<file path="config.mk">
export PLATFORM = sky130hd
export DESIGN_NAME = fetch_unit
export DESIGN_NICKNAME = d
export VERILOG_FILES = /design/src/rtl/fetch_unit.sv
export SDC_FILE = /design/constraint.sdc
export NUM_CORES = 1
export LEC_CHECK = 0
export ABC_AREA = 1
export CORE_ASPECT_RATIO = 1.2
export CORE_MARGIN = 2
export CORE_UTILIZATION = 58
export CTS_CLUSTER_SIZE = 16
export DETAILED_ROUTE_END_ITERATION = 10
export GPL_TIMING_DRIVEN = 0
export PLACE_DENSITY_LB_ADDON = 0.12
export RECOVER_POWER = 100
export SYNTH_ARGS = -nofsm -noshare
export SYNTH_HDL_FRONTEND = slang
export SYNTH_SLANG_ARGS = --single-unit
</file>
<file path="constraint.sdc">
create_clock -name clk -period 3.2 [get_ports clk]
set_clock_uncertainty 0.15 [all_clocks]
set_input_delay 0.32 -clock clk [delete_from_list [all_inputs] [get_ports clk]]
set_output_delay 0.32 -clock clk [all_outputs]
set_load 0.005 [all_outputs]
</file>
<file path="src/rtl/fetch_unit.sv">
// fetch_unit -- instruction fetch front end between the PC register, the
// instruction memory and decode.
//
// Ports:
//   clk            sole clock; all state updates on the rising edge
//   reset          asynchronous, active-low reset
//   PC             current fetch address from the external PC register
//   pc_en          advance the PC register (high on an accepted request)
//   redirect       branch/jump flush; the PC register reloads externally
//   imem_req_*     request channel to instruction memory (valid/ready/addr)
//   imem_rsp_*     in-order response channel (one response per request)
//   if_*           instruction channel to decode (valid/ready/instr/pc)
//   if_fault       misaligned-fetch flag (only with FETCH_ALIGN_CHECK_EN)
//
// Optional feature: define FETCH_ALIGN_CHECK_EN to capture a misalignment
// flag (PC[1:0] != 0) at request time and deliver it on if_fault.
//
// Requests are issued only while outstanding + buffered < 2, so the 2-entry
// output FIFO can never overflow. After a redirect, responses still in
// flight are discarded by counting them off with the drop counter.
module fetch_unit #(
   parameter int unsigned XLEN = 32
) (
   input  logic            clk,
   input  logic            reset,
   input  logic [XLEN-1:0] PC,
   output logic            pc_en,
   input  logic            redirect,
   output logic            imem_req_valid,
   input  logic            imem_req_ready,
   output logic [XLEN-1:0] imem_req_addr,
   input  logic            imem_rsp_valid,
   input  logic [XLEN-1:0] imem_rsp_data,
   output logic            if_valid,
   input  logic            if_ready,
   output logic [XLEN-1:0] if_instr,
   output logic [XLEN-1:0] if_pc
`ifdef FETCH_ALIGN_CHECK_EN
   ,
   output logic            if_fault
`endif
);

   // address queue: PC of each outstanding request, in issue order
   logic [XLEN-1:0] aq_pc [2];
   logic            aq_wr, aq_rd;

   // output FIFO toward decode
   logic [XLEN-1:0] fq_pc    [2];
   logic [XLEN-1:0] fq_instr [2];
   logic            fq_wr, fq_rd;
   logic [1:0]      fq_cnt;

   logic [1:0]      outstanding;
   logic [1:0]      drop;

`ifdef FETCH_ALIGN_CHECK_EN
   logic            aq_fault [2];
   logic            fq_fault [2];
`endif

   logic [2:0]      inflight;
   logic            req_fire;
   logic            rsp_take;
   logic            rsp_keep;
   logic            fq_pop;

   always_comb begin
      inflight       = {1'b0, outstanding} + {1'b0, fq_cnt};
      imem_req_valid = reset && !redirect && (inflight < 3'd2);
      imem_req_addr  = PC;
      req_fire       = imem_req_valid && imem_req_ready;
      pc_en          = req_fire;
      // a response with nothing outstanding is stray and ignored entirely
      rsp_take       = imem_rsp_valid && (outstanding != 2'd0);
      // the response arriving in a redirect cycle is stale as well
      rsp_keep       = rsp_take && !redirect && (drop == 2'd0);
      if_valid       = (fq_cnt != 2'd0);
      fq_pop         = if_valid && if_ready && !redirect;
      if_pc          = if_valid ? fq_pc[fq_rd]    : '0;
      if_instr       = if_valid ? fq_instr[fq_rd] : '0;
`ifdef FETCH_ALIGN_CHECK_EN
      if_fault       = if_valid ? fq_fault[fq_rd] : 1'b0;
`endif
   end

   always_ff @(posedge clk or negedge reset) begin
      if (!reset) begin
         aq_pc       <= '{default: '0};
         aq_wr       <= 1'b0;
         aq_rd       <= 1'b0;
         outstanding <= '0;
         drop        <= '0;
`ifdef FETCH_ALIGN_CHECK_EN
         aq_fault    <= '{default: 1'b0};
`endif
      end else begin
         if (req_fire) begin
            aq_pc[aq_wr] <= PC;
`ifdef FETCH_ALIGN_CHECK_EN
            aq_fault[aq_wr] <= (PC[1:0] != 2'b00);
`endif
            aq_wr <= ~aq_wr;
         end
         if (rsp_take)
            aq_rd <= ~aq_rd;
         outstanding <= outstanding + {1'b0, req_fire} - {1'b0, rsp_take};
         // no request can fire during redirect, so every request still
         // outstanding after this cycle's response is stale
         if (redirect)
            drop <= outstanding - {1'b0, rsp_take};
         else if (rsp_take && (drop != 2'd0))
            drop <= drop - 2'd1;
      end
   end

   always_ff @(posedge clk or negedge reset) begin
      if (!reset) begin
         fq_pc    <= '{default: '0};
         fq_instr <= '{default: '0};
         fq_wr    <= 1'b0;
         fq_rd    <= 1'b0;
         fq_cnt   <= '0;
`ifdef FETCH_ALIGN_CHECK_EN
         fq_fault <= '{default: 1'b0};
`endif
      end else if (redirect) begin
         fq_wr  <= 1'b0;
         fq_rd  <= 1'b0;
         fq_cnt <= '0;
      end else begin
         if (rsp_keep) begin
            fq_pc[fq_wr]    <= aq_pc[aq_rd];
            fq_instr[fq_wr] <= imem_rsp_data;
`ifdef FETCH_ALIGN_CHECK_EN
            fq_fault[fq_wr] <= aq_fault[aq_rd];
`endif
            fq_wr <= ~fq_wr;
         end
         if (fq_pop)
            fq_rd <= ~fq_rd;
         fq_cnt <= fq_cnt + {1'b0, rsp_keep} - {1'b0, fq_pop};
      end
   end

endmodule

</file>
==> flow_summary.json <==
{
  "violations": "negative hold slack, max-capacitance violations, max-slew violations",
  "ys_warn_count": 0,
  "critPathCaptureType": "output pin",
  "rrSetupSlack_ns": 0.55,
  "maxSlewHeadroom": -0.261,
  "top_post_synthesis_cells_by_area": "dfrtp_1, nand2_1, nand4_1, a21oi_1, buf_4",
  "route.final.wire_length_mm": 29.8,
  "yosysUniqueCellTypes": 21,
  "cap_violations": 1,
  "netlist.area_leader.share": 0.505,
  "setup_violations": 0,
  "track_usage": 0.325,
  "core-area_um2": 16900,
  "post_synth_instance_area_um2": 10000,
  "worst_ep_required_time_ns": 2.73,
  "rsz0062_at_grt": "true",
  "later_pin_clock_latency_in_the_skew_report_ns": 0.49,
  "synth.ff_latch_count": 202,
  "place.detailed.instances": 1672,
  "path_type_of_the_worst_min_delay_path": "primary input to async pin",
  "p_per_area_nw_per_um2": 799,
  "wire_per_inst_um": 17.4,
  "r2r_end": "fq_cnt[1]$_DFF_PN0_",
  "ys_seq_area_frac": 0.505,
  "number_of_global_route_vias_before_repair": 9600,
  "final_hold_viol_count": 125,
  "holdWs_ns": -0.240,
  "antenna_found_initial": 0,
  "drive_gt1_frac": 0.0698,
  "initial_core_util": 0.592,
  "setup_total_negative_slack_ns": 0,
  "ant_nets": 0,
  "source_of_the_critical_timing_path": "fq_rd$_DFFE_PN0P_",
  "numPortBuffers": 168,
  "critical_path_class": "register to output pin",
  "drt-vias-per-instance": 5.81,
  "power.leakage_nw": 6.33,
  "clock_tree.buffer_depth": 3,
  "post_cts_hold_buffer_count": 3,
  "final_cells": 1707,
  "placement_rows": 52,
  "die_y_um": 148,
  "clock-sinks": 202,
  "worstMarginPinSlew_ns": 1.89,
  "cts_buffers": 20,
  "hpwl_mm": 20.1,
  "place_area_um2": 12000,
  "grt_first_pass_wirelength_mm": 47.5,
  "postLayoutCellArea_um2": 12600,
  "tritoncts_clock_tree": "done",
  "timing.final.max_slew_violations": 78,
  "period_share": 0.962,
  "vdd_ir_drop_max_uv": 430,
  "route.vias.total": 9917,
  "crit_arrival_ns": 2.61,
  "drc": 0,
  "clkSlewWorstSetupHoldPaths_ns": 0.06,
  "synth_largest_area_cell": "dfrtp_1",
  "area_growth_from_synthesis_to_layout_pct": 26.1,
  "setup.worst_path.end": "if_pc[28]",
  "outcome": "complete, but fails checks",
  "synth_fp_nets": 1364,
  "fmax_ghz": 0.325,
  "postSynthCellCount": 1287,
  "reg2regPathDepth": 10,
  "drt_first_pass_iters": 5,
  "insertedDiodeCount": 0,
  "final.fill_count": 1358,
  "timing.rr.start": "drop[0]$_DFFE_PN0P_",
  "syn_avg_cell_area_um2": 7.78,
  "clock_tree.root_cell": "clkbuf_16",
  "final_period_minus_worst_setup_slack_ns": 3.08,
  "grt_start_max_net_pins": 127,
  "postCtsSetupBuffers": 0,
  "floorplan.die_area_um2": 18300,
  "io_pins": 169,
  "gr-total-overflow": 0,
  "place_congestion": 0.871,
  "drt_iter0_markers": 992,
  "ctsHtreeMaxLevel": 1,
  "fin_nets": 1558,
  "path_max_fanout": 10,
  "start_kind": "register",
  "floorplan.die.width_um": 124
}
[placed cells by master, fill, tap and decap left out, drive strengths merged]
cell type        n
nand3            9
dlygate4sd3     33
nand2          631
nor2            10
dfrtp          202
or2              2
xnor2            1
inv             21
ha               6
xor2             1
clkinv           2
buf             87
clkbuf          89
a21oi           65
nand4          195
o21ai            1
clkdlybuf4s50  135
fa               1
[state kept, by name (all words and copies together) (netlist names), 2 cells and up]
| register | cells |
|---|---|
| fq_instr | 64 |
| fq_pc | 64 |
| outstanding | 2 |
| fq_cnt | 2 |
| drop | 2 |
| aq_pc | 64 |
[critical path, stage by stage (launching register included)]
cell and delay (ns):
dfrtp_1 0.39, inv_1 0.08, buf_2 0.26, clkbuf_1 0.45, nand2_1 0.11, a21oi_1 0.27, clkdlybuf4s50_1 0.56
[cell type report]
class                           instances  area [um2]  area share
Multi-Input combinational cell        922        4140       0.328
Timing Repair Buffer                  172        1760       0.139
Sequential cell                       202        5050       0.400
Clock inverter                          2        10.0    0.000793
Buffer                                142         733      0.0581
Clock buffer                           30         589      0.0467
Inverter                               21        78.8     0.00624
Tap cell                              216         270      0.0214
[synthesized netlist by cell type, drive strengths merged]
master / number
nand4: 195
fa: 1
o21ai: 1
a21oi: 65
nor2: 10
or2: 2
clkbuf: 43
xor2: 1
ha: 6
dfrtp: 202
buf: 99
inv: 21
xnor2: 1
nand3: 9
nand2: 631
[worst min path at each step]
stage                                        from                  endpoint  depth (start not counted)
after floorplan                             reset      aq_pc[0]$_DFFE_PN0P_                          0
after global placement    fq_instr[2]$_DFFE_PN0P_   fq_instr[2]$_DFFE_PN0P_                          2
after detailed placement                    reset  fq_instr[61]$_DFFE_PN0P_                          1
after CTS                                   reset  fq_instr[62]$_DFFE_PN0P_                          2
after global routing                        reset  fq_instr[22]$_DFFE_PN0P_                          2
final                                       reset  fq_instr[54]$_DFFE_PN0P_                          2
[through the flow]
step,total power [W],setup WS [ns],utilization
after floorplan,0.00635,1.23,-
after global placement,0.00768,-6.73,0.707
after detailed placement,0.00781,0.0266,0.709
after CTS,0.0100,0.00910,0.749
after global routing,0.0107,0.00845,0.747
final,0.0101,0.121,0.747
[what timing repair did]
action,in CTS,in global routing
gates resized for setup,0,6
endpoints found under the setup margin,0,52
endpoints found under the hold margin,77,125
[power by group]
part | leakage [nW] | switching, W | internal [W]
Clock | 0.295 | 0.000966 | 0.00126
Sequential | 2.64 | 0.000517 | 0.00351
Combinational | 3.39 | 0.00253 | 0.00130
[per-layer routing]
metal	part of all wire	wire length [um]	vias to the layer above	track usage
li1	-	-	4618	-
met1	0.39	11700	4730	0.426
met2	0.50	14800	513	0.551
met3	0.078	2330	56	0.0475
met4	0.029	875	0	0.108
met5	0	0	-	0
[cell families after synthesis]
group,share of synthesized area
compound gates,0.0330
buf+inv,0.0820
fa+ha+maj,0.00950
xor+xnor,0.00175
simple gates,0.369
flops,0.505
(Power assumes the default switching activity.)
